`config.mk`:
```
export PLATFORM = sky130hd
export DESIGN_NAME = riscuva_vic_flat
export DESIGN_NICKNAME = d
export VERILOG_FILES = /design/src/rtl/riscuva_pkg.sv /design/src/rtl/riscuva_vic_if.sv /design/src/rtl/riscuva_prio_enc.sv /design/src/rtl/riscuva_vic.sv /design/src/flat_wrapper.sv
export SDC_FILE = /design/constraint.sdc
export NUM_CORES = 1
export LEC_CHECK = 0
export BUFFER_PORTS_ARGS = -buffer_cell sky130_fd_sc_hd__buf_2
export CAP_MARGIN = 25
export CORE_MARGIN = 2
export CORE_UTILIZATION = 50
export CTS_CLUSTER_DIAMETER = 100
export DETAILED_ROUTE_END_ITERATION = 10
export MAX_ROUTING_LAYER = met4
export PLACE_DENSITY = 0.73
export SLEW_MARGIN = 15
export SYNTH_ARGS = -nofsm -noshare
export SYNTH_HDL_FRONTEND = slang
export SYNTH_SLANG_ARGS = --single-unit
```
`constraint.sdc`:
```
create_clock -name clk -period 3.9 [get_ports clk]
set_input_delay 0.975 -clock clk [delete_from_list [all_inputs] [get_ports clk]]
set_output_delay 0.975 -clock clk [all_outputs]
set_load 0.005 [all_outputs]
```
`src/rtl/riscuva_pkg.sv`:
```
// ---------------------------------------------------------------------------
// riscuva_pkg
// Shared definitions for the RISCuva interrupt controller slice:
//   - program address width and default channel-0 vector
//   - opcode constants the core decoder uses to produce ei/di/reti strobes
//   - the per-cycle service action chosen by the controller
// ---------------------------------------------------------------------------
package riscuva_pkg;

    // Program address width (matches the core's progAddress)
    localparam int RV_VEC_W = 10;

    // Vector of channel 0
    localparam logic [RV_VEC_W-1:0] RV_VEC_BASE = 10'h001;

    // Core opcodes that are decoded into the ei / di / reti strobes
    localparam logic [7:0] OPC_EI   = 8'hFB;
    localparam logic [7:0] OPC_DI   = 8'hF3;
    localparam logic [7:0] OPC_RETI = 8'hED;

    // What the service logic does on the coming clock edge.
    // Take and retire are mutually exclusive by construction.
    typedef enum logic [1:0] {
        ACT_IDLE = 2'd0,
        ACT_TAKE = 2'd1,
        ACT_RETI = 2'd2,
        ACT_ERR  = 2'd3
    } vic_act_e;

endpackage

```
`src/rtl/riscuva_vic_if.sv`:
```
// ---------------------------------------------------------------------------
// riscuva_vic_if
// Bundle between the RISCuva core (master) and the interrupt controller
// (slave).
//   core -> vic : irq_in, ei, di, may_irq, reti, mask_wr, mask_data
//   vic -> core : irq_take, irq_vector, irq_id, int_ack, pending,
//                 in_service, err
// ---------------------------------------------------------------------------
interface riscuva_vic_if
    import riscuva_pkg::*;
#(
    parameter int N_IRQ = 8,
    parameter int ID_W  = 3,
    parameter int VEC_W = RV_VEC_W
);
    logic [N_IRQ-1:0] irq_in;
    logic             ei;
    logic             di;
    logic             may_irq;
    logic             reti;
    logic             mask_wr;
    logic [N_IRQ-1:0] mask_data;

    logic             irq_take;
    logic [VEC_W-1:0] irq_vector;
    logic [ID_W-1:0]  irq_id;
    logic             int_ack;
    logic [N_IRQ-1:0] pending;
    logic [N_IRQ-1:0] in_service;
    logic             err;

    modport master (
        output irq_in, ei, di, may_irq, reti, mask_wr, mask_data,
        input  irq_take, irq_vector, irq_id, int_ack, pending, in_service, err
    );

    modport slave (
        input  irq_in, ei, di, may_irq, reti, mask_wr, mask_data,
        output irq_take, irq_vector, irq_id, int_ack, pending, in_service, err
    );
endinterface

```
`src/rtl/riscuva_prio_enc.sv`:
```
// ---------------------------------------------------------------------------
// riscuva_prio_enc
// Lowest-set-bit priority encoder (bit 0 = highest priority).
//   i_req   : request vector
//   o_valid : at least one request set
//   o_id    : index of the lowest set request (0 when none)
// ---------------------------------------------------------------------------
module riscuva_prio_enc #(
    parameter int N_IRQ = 8,
    parameter int ID_W  = 3
) (
    input  logic [N_IRQ-1:0] i_req,
    output logic             o_valid,
    output logic [ID_W-1:0]  o_id
);

    // Scan from the top down so the lowest set bit is the last one written
    always_comb begin
        o_id = {ID_W{1'b0}};
        for (int i = N_IRQ - 1; i >= 0; i--) begin
            o_id = i_req[i] ? ID_W'(i) : o_id;
        end
    end

    assign o_valid = |i_req;

endmodule

```
`src/rtl/riscuva_vic.sv`:
```
// ---------------------------------------------------------------------------
// riscuva_vic
// Vectored, nested interrupt controller for the RISCuva core family.
// Captures N_IRQ requests (edge or level per channel), masks them, and
// injects the lowest-numbered eligible channel into the core when it can
// accept a call. Nested service is strictly preemptive: while a level is in
// service only lower ids may interrupt it. Interrupted ids are kept on a
// small stack and restored on reti.
// Ports:
//   clk    : clock, all state on the rising edge
//   reset  : asynchronous, active-low
//   vic_if : slave side of riscuva_vic_if (requests/strobes in, service
//            status and the one-cycle irq_take/irq_vector out)
// ---------------------------------------------------------------------------
module riscuva_vic
    import riscuva_pkg::*;
#(
    parameter int               N_IRQ      = 8,
    parameter int               ID_W       = 3,
    parameter int               VEC_W      = RV_VEC_W,
    parameter logic [VEC_W-1:0] VEC_BASE   = VEC_W'(RV_VEC_BASE),
    parameter int               VEC_SHIFT  = 2,
    parameter int               NEST_DEPTH = 4,
    parameter logic [N_IRQ-1:0] EDGE_MODE  = {N_IRQ{1'b1}}
) (
    input logic          clk,
    input logic          reset,
    riscuva_vic_if.slave vic_if
);

    // Depth counts 0..NEST_DEPTH; the stack is sized to the full index range
    // so the depth counter can address it directly.
    localparam int                 DEPTH_W   = $clog2(NEST_DEPTH + 1);
    localparam int                 STACK_N   = 1 << DEPTH_W;
    localparam logic [DEPTH_W-1:0] DEPTH_MAX = DEPTH_W'(NEST_DEPTH);
    localparam logic [DEPTH_W-1:0] DEPTH_ONE = DEPTH_W'(1);
    localparam logic [N_IRQ-1:0]   ONE_HOT0  = {{(N_IRQ-1){1'b0}}, 1'b1};

    logic [N_IRQ-1:0]   r_prev;
    logic [N_IRQ-1:0]   r_pending;
    logic [N_IRQ-1:0]   r_mask;
    logic               r_enable;
    logic [DEPTH_W-1:0] r_depth;
    logic [ID_W-1:0]    r_stack [STACK_N];
    logic [ID_W-1:0]    r_irq_id;
    logic [N_IRQ-1:0]   r_in_service;
    logic               r_irq_take;
    logic [VEC_W-1:0]   r_irq_vector;
    logic               r_int_ack;
    logic               r_err;

    logic [N_IRQ-1:0]   w_rise;
    logic [N_IRQ-1:0]   w_prio_lim;
    logic [N_IRQ-1:0]   w_eligible;
    logic               w_elig_valid;
    logic [ID_W-1:0]    w_win_id;
    logic [N_IRQ-1:0]   w_win_onehot;
    logic [N_IRQ-1:0]   w_cur_onehot;
    logic [N_IRQ-1:0]   w_take_onehot;
    logic [N_IRQ-1:0]   w_pending_nxt;
    logic [VEC_W-1:0]   w_vector;
    logic [DEPTH_W-1:0] w_depth_m1;
    vic_act_e           w_act;

    // While nested, only ids strictly below the serviced one may preempt
    always_comb begin
        w_prio_lim = {N_IRQ{1'b0}};
        for (int i = 0; i < N_IRQ; i++) begin
            w_prio_lim[i] = (r_depth == {DEPTH_W{1'b0}}) || (ID_W'(i) < r_irq_id);
        end
    end

    assign w_eligible = r_pending & r_mask & ~r_in_service & w_prio_lim;

    riscuva_prio_enc #(
        .N_IRQ (N_IRQ),
        .ID_W  (ID_W)
    ) u_prio_enc (
        .i_req   (w_eligible),
        .o_valid (w_elig_valid),
        .o_id    (w_win_id)
    );

    assign w_win_onehot = ONE_HOT0 << w_win_id;
    assign w_cur_onehot = ONE_HOT0 << r_irq_id;
    assign w_vector     = VEC_BASE + (VEC_W'(w_win_id) << VEC_SHIFT);
    assign w_depth_m1   = r_depth - DEPTH_ONE;

    // Choose the service action; reti wins and blocks a take in the same cycle
    always_comb begin
        w_act = ACT_IDLE;
        if (vic_if.reti) begin
            if (r_depth != {DEPTH_W{1'b0}}) begin
                w_act = ACT_RETI;
            end else begin
                w_act = ACT_ERR;
            end
        end else if (w_elig_valid && r_enable && vic_if.may_irq && !r_irq_take
                     && (r_depth < DEPTH_MAX)) begin
            w_act = ACT_TAKE;
        end else begin
            w_act = ACT_IDLE;
        end
    end

    assign w_take_onehot = (w_act == ACT_TAKE) ? w_win_onehot : {N_IRQ{1'b0}};
    assign w_rise        = vic_if.irq_in & ~r_prev;

    // Edge channels: a new edge sets (even in the take cycle), a take clears.
    // Level channels simply follow the registered request line.
    assign w_pending_nxt = (EDGE_MODE & ((r_pending & ~w_take_onehot) | w_rise))
                         | (~EDGE_MODE & vic_if.irq_in);

    // Request capture, mask register and global enable
    always_ff @(posedge clk or negedge reset) begin
        if (!reset) begin
            r_prev    <= {N_IRQ{1'b0}};
            r_pending <= {N_IRQ{1'b0}};
            r_mask    <= {N_IRQ{1'b1}};
            r_enable  <= 1'b0;
        end else begin
            r_prev    <= vic_if.irq_in;
            r_pending <= w_pending_nxt;
            if (vic_if.mask_wr) begin
                r_mask <= vic_if.mask_data;
            end else begin
                r_mask <= r_mask;
            end
            // di dominates a simultaneous ei
            if (vic_if.di) begin
                r_enable <= 1'b0;
            end else if (vic_if.ei) begin
                r_enable <= 1'b1;
            end else begin
                r_enable <= r_enable;
            end
        end
    end

    // Service state: take pulse, vector, nesting stack and in-service set
    always_ff @(posedge clk or negedge reset) begin
        if (!reset) begin
            r_irq_take   <= 1'b0;
            r_irq_vector <= {VEC_W{1'b0}};
            r_irq_id     <= {ID_W{1'b0}};
            r_int_ack    <= 1'b0;
            r_in_service <= {N_IRQ{1'b0}};
            r_err        <= 1'b0;
            r_depth      <= {DEPTH_W{1'b0}};
            for (int i = 0; i < STACK_N; i++) begin
                r_stack[i] <= {ID_W{1'b0}};
            end
        end else begin
            r_irq_take <= (w_act == ACT_TAKE);
            case (w_act)
                ACT_TAKE: begin
                    // Save the interrupted id (0 when idle) and enter the new one
                    r_irq_vector     <= w_vector;
                    r_stack[r_depth] <= r_irq_id;
                    r_irq_id         <= w_win_id;
                    r_in_service     <= r_in_service | w_win_onehot;
                    r_depth          <= r_depth + DEPTH_ONE;
                    r_int_ack        <= 1'b1;
                end
                ACT_RETI: begin
                    r_in_service <= r_in_service & ~w_cur_onehot;
                    r_irq_id     <= r_stack[w_depth_m1];
                    r_depth      <= w_depth_m1;
                    r_int_ack    <= (r_depth > DEPTH_ONE);
                end
                ACT_ERR: begin
                    r_err <= 1'b1;
                end
                default: begin
                    r_err <= r_err;
                end
            endcase
        end
    end

    assign vic_if.irq_take   = r_irq_take;
    assign vic_if.irq_vector = r_irq_vector;
    assign vic_if.irq_id     = r_irq_id;
    assign vic_if.int_ack    = r_int_ack;
    assign vic_if.pending    = r_pending;
    assign vic_if.in_service = r_in_service;
    assign vic_if.err        = r_err;

endmodule

```
`src/flat_wrapper.sv`:
```
// flat-port wrapper written by rule: the top's interface ports become plain ports
module riscuva_vic_flat import riscuva_pkg::*;
#(
    parameter int               N_IRQ      = 8,
    parameter int               ID_W       = 3,
    parameter int               VEC_W      = RV_VEC_W,
    parameter logic [VEC_W-1:0] VEC_BASE   = VEC_W'(RV_VEC_BASE),
    parameter int               VEC_SHIFT  = 2,
    parameter int               NEST_DEPTH = 4,
    parameter logic [N_IRQ-1:0] EDGE_MODE  = {N_IRQ{1'b1}}
)
  (clk, reset, vic_if_irq_in, vic_if_ei, vic_if_di, vic_if_may_irq, vic_if_reti, vic_if_mask_wr, vic_if_mask_data, vic_if_irq_take, vic_if_irq_vector, vic_if_irq_id, vic_if_int_ack, vic_if_pending, vic_if_in_service, vic_if_err);
  riscuva_vic_if #(.N_IRQ(N_IRQ), .ID_W(ID_W), .VEC_W(VEC_W)) vic_if_i ();
  input logic clk;
  input logic reset;
  input wire logic [$bits(vic_if_i.irq_in)-1:0] vic_if_irq_in;
  input wire logic [$bits(vic_if_i.ei)-1:0] vic_if_ei;
  input wire logic [$bits(vic_if_i.di)-1:0] vic_if_di;
  input wire logic [$bits(vic_if_i.may_irq)-1:0] vic_if_may_irq;
  input wire logic [$bits(vic_if_i.reti)-1:0] vic_if_reti;
  input wire logic [$bits(vic_if_i.mask_wr)-1:0] vic_if_mask_wr;
  input wire logic [$bits(vic_if_i.mask_data)-1:0] vic_if_mask_data;
  output wire logic [$bits(vic_if_i.irq_take)-1:0] vic_if_irq_take;
  output wire logic [$bits(vic_if_i.irq_vector)-1:0] vic_if_irq_vector;
  output wire logic [$bits(vic_if_i.irq_id)-1:0] vic_if_irq_id;
  output wire logic [$bits(vic_if_i.int_ack)-1:0] vic_if_int_ack;
  output wire logic [$bits(vic_if_i.pending)-1:0] vic_if_pending;
  output wire logic [$bits(vic_if_i.in_service)-1:0] vic_if_in_service;
  output wire logic [$bits(vic_if_i.err)-1:0] vic_if_err;
  assign vic_if_i.irq_in = vic_if_irq_in;
  assign vic_if_i.ei = vic_if_ei;
  assign vic_if_i.di = vic_if_di;
  assign vic_if_i.may_irq = vic_if_may_irq;
  assign vic_if_i.reti = vic_if_reti;
  assign vic_if_i.mask_wr = vic_if_mask_wr;
  assign vic_if_i.mask_data = vic_if_mask_data;
  assign vic_if_irq_take = vic_if_i.irq_take;
  assign vic_if_irq_vector = vic_if_i.irq_vector;
  assign vic_if_irq_id = vic_if_i.irq_id;
  assign vic_if_int_ack = vic_if_i.int_ack;
  assign vic_if_pending = vic_if_i.pending;
  assign vic_if_in_service = vic_if_i.in_service;
  assign vic_if_err = vic_if_i.err;
  riscuva_vic #(.N_IRQ(N_IRQ), .ID_W(ID_W), .VEC_W(VEC_W), .VEC_BASE(VEC_BASE), .VEC_SHIFT(VEC_SHIFT), .NEST_DEPTH(NEST_DEPTH), .EDGE_MODE(EDGE_MODE)) u_core (.clk(clk), .reset(reset), .vic_if(vic_if_i));
endmodule
```
==> results of run 1 <==
-- flip-flops by register name, summed over array words and instances (netlist names) --
signal and count:
u_core.r_depth 3, u_core.r_enable 1, u_core.r_mask 8, u_core.r_prev 8, u_core.r_stack 24, u_core.vic_if.err 1, u_core.vic_if.in_service 8, u_core.vic_if.int_ack 1
u_core.vic_if.irq_id 3, u_core.vic_if.irq_take 1, u_core.vic_if.irq_vector 4, u_core.vic_if.pending 8
-- where the power goes --
part	internal [mW]	switching (mW)	leakage, nW
Clock	0.426	0.284	0.116
Sequential	0.809	0.0632	0.866
Combinational	0.237	0.301	0.857
-- cells in the mapped netlist, drive strengths merged (2+ instances only) --
master,count
a211oi,4
a21o,4
a21oi,6
a22o,4
a311o,2
a31o,2
a31oi,2
and3b,5
buf,7
clkbuf,20
dfrtp,62
dfstp,8
ha,4
inv,13
mux2,20
mux2i,3
mux4,6
nand2,24
nand2b,8
nand3,4
nand3b,3
nand4,3
nor2,8
nor3,3
o21a,3
o21ai,15
o22ai,3
or2,2
-- through the flow --
stage | utilization [%] | hold slack (ns)
6_report | 59.6 | 0.374
5_1_grt | 59.6 | 0.388
2_1_floorplan | - | 0.400
4_1_cts | 59.2 | 0.379
3_5_place_dp | 55.3 | 0.362
3_3_place_gp | 55.3 | 0.360
-- cell families (layout without fill, tap and decap cells) --
group / Yosys count / in the layout
other: 1 / 6
AO/OA/AOI/OAI: 50 / 50
multiplexers: 29 / 29
buffers and inverters: 40 / 81
flip-flops: 70 / 70
adder cells (fa/ha/maj): 4 / 4
XOR/XNOR: 2 / 2
AND/OR/NAND/NOR: 69 / 69
-- layer usage --
metal / global-route usage [%] / wire [um]
met2: 29.4 / 3010
met1: 24.5 / 2690
met3: 5.60 / 282
met5: - / 0
met4: 10.1 / 169
-- worst paths after layout --
| check | start | to | slack [ns] | cells after the start |
|---|---|---|---|---|
| max in group asynchronous | reset | u_core.vic_if.irq_vector[2] | 2.61 | 3 |
| setup reg to reg | u_core.r_depth[0] | u_core.r_stack[23] | 0.94 | 10 |
| min in group asynchronous | reset | u_core.vic_if.pending[1] | 0.57 | 1 |
| hold / removal | u_core.r_stack[6] | u_core.r_stack[6] | 0.37 | 0 |
| hold reg to reg | u_core.r_stack[6] | u_core.r_stack[6] | 0.37 | 0 |
| setup / recovery | u_core.r_depth[0] | u_core.r_stack[23] | 0.94 | 10 |
-- area by class of cell --
type / count / area [um2]
repair buffers: 52 / 290
multi-input cells: 160 / 1300
well taps: 77 / 96.3
clock buffers: 9 / 124
flip-flops and latches: 70 / 1760
fillers: 530 / 2530
clock inverters: 7 / 123
inverters: 13 / 48.8
==> results.tsv, run 1 <==
metric	value	unit
setup_viol	0	
synthMuxAreaShare	12.5	%
final_cell_mix	dfrtp_1, buf_2, nand2_1, mux2_2, o21ai_0	
port_buffers	48	
hold_violations	0	
ys.flop_type	dfrtp_1	
ys_ff_latch	70	
hold_buffers	0	
max_freq	338	MHz
grt_util_all_layers	19.7	%
postCtsResizedCells	0	
slew_violations	0	
cp.required	4.14	ns
synth_top_family_by_area	simple AND/OR/NAND/NOR gates	
max_cap_viol_count	0	
routedWlPerCell	15.9	um
htreeDepth	3	
nets	333	
synth-simple-area-share	13.5	%
die_area	7100	um2
status	completed	
antenna_found_initial	0	
setup.worst_path.end_class	flip-flop	
rsz0062_at_grt	no	
synthXorXnorAreaFrac	0.544	%
fp.dieH	84.3	um
synth_top_area_cell	dfrtp_1	
period_share	75.9	%
dr.pass1.iters	4	
drt_iter0_drc	95	
dp_hpwl	4.56	mm
yosys.area_share.adder	1.55	%
grt_pass1_vias	2140	
ant_nets	0	
cp_num_buf_inv	3	
post-cts-setup-buffers	0	
std_cell_rows	29	
synth_edf_count	0	
syn_area	3220	um2
crit_path_max_incr_delay	0.59	ns
crit_path_cell_trace	buf_4 > inv_1 > ha_1 > nor2b_2 > o22ai_4 > nand4_2 > o31ai_4 > inv_2 > nand3_2 > mux2_2	
setup_slack	0.938	ns
yosysSeqAreaShare	54.7	%
antenna_cells	0	
period_minus_slack	2.96	ns
clock_skew	0.0121	ns
layout_commonest_cell	dfrtp_1	
drc_errors	0	
async_flop_share	100	%
synth-compound-area-share	11.6	%
slowest_stage	o31ai_4	
place_area	3470	um2
numClockSinks	70	
cp_max_fo	11	
core	6280	um2
cts_root_buf	clkbuf_8	
worstMarginPinSlew	0.594	ns
start_kind	flip-flop	
vias	2062	
grt_pass1_wl	10.4	mm
grt_overflow	0	
stdcell_count	388	
grt_start_max_net_pins	45	
io_pins	55	
clk_latency	0.36	ns
yosysUniqueCellTypes	60	
hp-class	flip-flop to flip-flop	
finalPower	2.12	mW
avgSynthCellArea	12.2	um2
clk_pin_slew	0.08	ns
netlist_top_cells_area	dfrtp_1, dfstp_2, mux2_2	
synth_top_area_share	48.2	%
syn_to_final_growth	16.2	%
wirelength	6.16	mm
die_x	84.3	um
stdcell_area	3740	um2
cp_data_arrival_time	3.20	ns
ir_drop	0.000285	V
synthCells	265	
cts_tree	done	
slew_headroom	60.4	%
clk_path_buf_depth	2	
path_class	flip-flop to flip-flop	
fin_tns_setup	0	ns
p_per_area	567	nW/um2
cts-buffers-inserted	9	
drive_above_1_share	39.9	%
leakagePower	1.84	nW
crit_family	compound AO/OA/AOI/OAI gates	
yosys_warnings	0	
vias_per_cell	5.31	
dp.cells	371	
start_util	51.3	%
post-place-ws	0.920	ns
place.gp.congestion	0.895	
No activity file was read; power rests on OpenSTA's default activity.
==> inputs of run 2 (changes only) <==
- clock period: 3.9 -> 2.8 ns (I/O delays scaled with it)
==> run 2 against run 1 <==
Compared with the run above: final area shrank 1.1%; largest power group unchanged; sequential power increased by 40%; sequential cell count stayed put; sequential share of layout area increased by 0.54 points; setup slack worse by 0.54 ns; non-clock buffer count grew 4; hold slack worse by 0.022 ns; global-route usage rose by 0.45 points.
==> results.tsv, run 2 (synthesis gave the netlist of run 1 again) <==
metric	value	unit	change
status	completed		unchanged
layout_commonest_cell	dfrtp_1		unchanged
dr.pass1.iters	7		was 4
period_minus_slack	2.40	ns	was 2.96 ns
wirelength	6.26	mm	was 6.16 mm
fin_tns_setup	0	ns	unchanged
routedWlPerCell	16.0	um	was 15.9 um
largest_register_ffs	24		unchanged
post-cts-setup-buffers	0		unchanged
cp_max_fo	10		was 11
leakagePower	1.84	nW	about the same
clock_skew	0.00732	ns	was 0.0121 ns
die_x	84.3	um	unchanged
htreeDepth	3		unchanged
die_area	7100	um2	unchanged
clk_latency	0.35	ns	was 0.36 ns
ant_nets	0		unchanged
dp_hpwl	4.57	mm	was 4.56 mm
setup.worst_path.end_class	flip-flop		unchanged
fill_cells	544		was 530
r2r_cells	9		was 10
dp.cells	376		was 371
io_pins	55		unchanged
rr_endpoint	u_core.r_stack[13]		was u_core.r_stack[23]
slew_headroom	65.9	%	was 60.4%
grt_start_max_net_pins	71		was 45
grt_overflow	0		unchanged
clk_pin_slew	0.07	ns	was 0.08 ns
regToRegStartpoint	u_core.r_depth[1]		was u_core.r_depth[0]
period_share	85.6	%	was 75.9%
regArea	1760	um2	unchanged
nets	337		was 333
numClockSinks	70		unchanged
cp.required	3.03	ns	was 4.14 ns
final_cell_mix	dfrtp_1, buf_2, nand2_1, mux2_2, o21ai_0		unchanged
grt_pass1_vias	2202		was 2140
hp-class	input port to asynchronous set/reset pin		was flip-flop to flip-flop
multi_input_area	1300	um2	unchanged
setup_viol	0		unchanged
worstMarginPinSlew	0.508	ns	was 0.594 ns
core	6280	um2	unchanged
std_cell_rows	29		unchanged
postCtsResizedCells	0		unchanged
hold_violations	0		unchanged
place.gp.congestion	0.878		was 0.895
rsz0062_at_grt	no		unchanged
port_buffers	48		unchanged
crit_path_max_incr_delay	0.43	ns	was 0.59 ns
drt_iter0_drc	102		was 95
antenna_cells	0		unchanged
grt_pass1_wl	10.9	mm	was 10.4 mm
cts_root_buf	clkbuf_8		unchanged
drive_above_1_share	40.0	%	was 39.9%
stdcell_count	392		was 388
hold_buffers	0		unchanged
ir_drop	0.000431	V	was 0.000285 V
vias	2126		was 2062
cts_tree	done		unchanged
largest_register	u_core.r_stack		unchanged
max_freq	417	MHz	was 338 MHz
fp.dieH	84.3	um	unchanged
slew_violations	0		unchanged
place_area	3520	um2	was 3470 um2
antenna_found_initial	0		unchanged
start_util	51.3	%	unchanged
syn_to_final_growth	14.8	%	was 16.2%
slowest_stage	dfrtp_1		was o31ai_4
cts-buffers-inserted	9		unchanged
grt_util_all_layers	20.1	%	was 19.7%
rrSetupSlack	0.40	ns	was 0.94 ns
vias_per_cell	5.42		was 5.31
stdcell_area	3700	um2	was 3740 um2
start_kind	flip-flop		unchanged
drc_errors	0		unchanged
max_cap_viol_count	0		unchanged
cp_data_arrival_time	2.63	ns	was 3.20 ns
p_per_area	748	nW/um2	was 567 nW/um2
clk_path_buf_depth	2		unchanged
path_class	flip-flop to flip-flop		unchanged
crit_path_cell_trace	inv_1 > ha_1 > nor2b_2 > a31oi_1 > o21ai_2 > o31ai_4 > buf_4 > nor3_4 > mux2_4		was buf_4 > inv_1 > ha_1 > nor2b_2 > o22ai_4 > nand4_2 > o31ai_4 > inv_2 > nand3_2 > mux2_2
==> run 2: layer usage <==
layer | vias to the layer above | track usage [%] | routed length (um)
met5 | - | - | 0
met4 | 0 | 7.04 | 70
met3 | 8 | 5.80 | 337
met2 | 54 | 30.8 | 3050
met1 | 1061 | 25.8 | 2810
li1 | 1003 | - | -
==> run 2: where the power goes <==
group / internal (mW) / leakage [nW] / switching [mW]
registers: 1.13 / 0.866 / 0.0909
clock network: 0.406 / 0.0968 / 0.360
logic: 0.349 / 0.875 / 0.434
==> run 2: critical path, delay by kind of cell, from the launching register on <==
family / cells / cell delay, ns
and+or+nand+nor: 2 / 0.57
buffers and inverters: 2 / 0.30
AOI/OAI and AO/OA: 3 / 0.45
DFF: 1 / 0.43
adders and majority gates: 1 / 0.20
muxes: 1 / 0.32
==> run 2: how the worst max path moves through the flow <==
stage	from	slack (ns)	cells after the start	to
floorplan	u_core.r_depth[0]	0.24	10	u_core.r_stack[18]
global placement	vic_if_reti	0.45	6	u_core.vic_if.pending[5]
detailed placement	u_core.r_depth[1]	0.41	9	u_core.r_stack[13]
CTS	u_core.r_depth[1]	0.38	9	u_core.r_stack[13]
global route	u_core.r_depth[1]	0.21	9	u_core.r_stack[13]
finish	u_core.r_depth[1]	0.40	9	u_core.r_stack[13]
==> run 2: cell type report <==
class,count,area share (%)
sequential,70,47.6
clock inverter,5,1.35
multi-input combinational,160,35.1
inverter,13,1.32
timing repair buffer,56,8.45
clock buffer,11,3.55
tap,77,2.60
==> run 2: metrics by stage <==
step	hold WS (ns)	power, mW	setup slack [ns]	util [%]
finish	0.352	2.77	0.403	58.9
global route	0.385	2.95	0.208	58.9
CTS	0.377	2.80	0.383	58.9
detailed placement	0.364	2.03	0.414	56.0
global placement	0.360	2.01	0.446	56.0
floorplan	0.400	1.77	0.235	-
==> inputs of run 3 (changes only) <==
- CELL_PAD_IN_SITES_DETAIL_PLACEMENT: not set -> 2
- CELL_PAD_IN_SITES_GLOBAL_PLACEMENT: not set -> 2
- CORE_UTILIZATION: 50 -> 37
- PLACE_DENSITY: 0.73 -> 0.8
==> run 3 against run 2 <==
Compared with the run above: critical path depth down 2; critical endpoint is now u_core.r_stack[12]; largest power group unchanged; clock-buffer cell count decreased by 1; non-clock buffer count did not move; total power increased by 5.1%.
==> results.tsv, run 3 (synthesis gave the netlist of run 1 again) <==
metric	value	unit	change
rrSetupSlack	0.29	ns	was 0.40 ns
cts_tree	done		unchanged
std_cell_rows	34		was 29
vias_per_cell	5.17		was 5.42
start_util	37.5	%	was 51.3%
worstMarginPinSlew	0.561	ns	was 0.508 ns
antenna_cells	0		unchanged
die_x	97.3	um	was 84.3 um
status	completed		unchanged
grt_pass1_wl	13.5	mm	was 10.9 mm
period_minus_slack	2.51	ns	was 2.40 ns
routedWlPerCell	19.0	um	was 16.0 um
io_pins	55		unchanged
setup.worst_path.end_class	flip-flop		unchanged
vias	2189		was 2126
hp-class	input port to asynchronous set/reset pin		unchanged
period_share	89.7	%	was 85.6%
cp-endpoint	u_core.r_stack[12]		was u_core.r_stack[13]
clock_skew	0.0149	ns	was 0.00732 ns
place.gp.congestion	0.854		was 0.878
clk_pin_slew	0.08	ns	was 0.07 ns
clk_path_buf_depth	2		unchanged
rr_endpoint	u_core.r_stack[12]		was u_core.r_stack[13]
dp_hpwl	5.94	mm	was 4.57 mm
cts-buffers-inserted	9		unchanged
cp-startpoint	u_core.vic_if.irq_id[1]		was u_core.r_depth[1]
die_area	9470	um2	was 7100 um2
final_cell_mix	dfrtp_1, buf_2, nand2_1, mux2_2, o21ai_0		unchanged
setup_viol	0		unchanged
cp_data_arrival_time	2.75	ns	was 2.63 ns
finalPower	2.91	mW	was 2.77 mW
slew_headroom	62.6	%	was 65.9%
fp.dieH	97.3	um	was 84.3 um
grt_overflow	0		unchanged
antenna_found_initial	0		unchanged
p_per_area	776	nW/um2	was 748 nW/um2
grt_util_all_layers	19.0	%	was 20.1%
drive_above_1_share	40.6	%	was 40.0%
grt_start_max_net_pins	37		was 71
hold_buffers	0		unchanged
largest_register_ffs	24		unchanged
wirelength	8.03	mm	was 6.26 mm
drt_iter0_drc	70		was 102
r2r_cells	7		was 9
regToRegStartpoint	u_core.vic_if.irq_id[1]		was u_core.r_depth[1]
slew_violations	0		unchanged
rsz0062_at_grt	no		unchanged
port_buffers	48		unchanged
postCtsResizedCells	0		unchanged
layout_commonest_cell	dfrtp_1		unchanged
clk_latency	0.36	ns	was 0.35 ns
cp.required	3.04	ns	was 3.03 ns
max_freq	398	MHz	was 417 MHz
nets	337		unchanged
max_cap_viol_count	0		unchanged
numClockSinks	70		unchanged
htreeDepth	3		unchanged
core	8590	um2	was 6280 um2
cp_max_fo	15		was 10
dr.pass1.iters	4		was 7
fin_hold_ws	0.375	ns	was 0.352 ns
ant_nets	0		unchanged
fin_tns_setup	0	ns	unchanged
syn_to_final_growth	16.4	%	was 14.8%
drc_errors	0		unchanged
post-cts-setup-buffers	0		unchanged
cts_root_buf	clkbuf_8		unchanged
grt_pass1_vias	2419		was 2202
ir_drop	0.000284	V	was 0.000431 V
leakagePower	1.84	nW	about the same
start_kind	flip-flop		unchanged
path_class	flip-flop to flip-flop		unchanged
hold_violations	0		unchanged
largest_register	u_core.r_stack		unchanged
## run 3: power by group
group          switching, mW  internal (mW)
Combinational          0.480          0.348
Sequential             0.101           1.13
Clock                  0.412          0.442
## run 3: per-layer routing
layer / up-vias / share of wire, % / global-route usage [%]
met5: - / 0 / -
met1: 1128 / 44 / 24.4
met4: 0 / 2.1 / 8.23
met2: 46 / 50 / 29.8
met3: 12 / 3.4 / 3.38
li1: 1003 / - / -
## run 3: metrics by stage
stage               setup slack (ns)  instances  utilization, %  area [um2]
finish                         0.289        423            43.7        3750
global route                   0.161        423            43.7        3750
CTS                            0.283        423            43.7        3750
detailed placement             0.297        407            41.2        3540
global placement               0.461        407            41.2        3540
floorplan                      0.235        270               -        3240
## run 3: cell type report
| class | count | area (um2) |
|---|---|---|
| Multi-Input combinational cell | 160 | 1300 |
| Inverter | 13 | 48.8 |
| Sequential cell | 70 | 1760 |
| Clock inverter | 6 | 68.8 |
| Timing Repair Buffer | 56 | 300 |
| Clock buffer | 10 | 138 |
| Tap cell | 108 | 135 |
| Fill cell | 904 | 4840 |
## run 3: how the worst min path moves through the flow
stage | start | endpoint | slack [ns] | depth (start not counted)
after floorplan | reset | u_core.r_depth[0] | 0.40 | 0
after global placement | u_core.r_stack[7] | u_core.r_stack[7] | 0.36 | 0
after detailed placement | u_core.r_stack[6] | u_core.r_stack[6] | 0.36 | 0
after CTS | u_core.r_stack[11] | u_core.r_stack[11] | 0.38 | 0
after global routing | u_core.r_stack[6] | u_core.r_stack[6] | 0.40 | 0
final | reset | u_core.r_prev[1] | 0.38 | 2
## run 3: critical path, cell delays in order, from the launching register on
cell      delay [ns]
dfrtp_1         0.70
nand2_1         0.15
a211oi_1        0.45
a31o_2          0.23
o31ai_4         0.07
buf_4           0.22
nor3_4          0.24
mux2_4          0.34
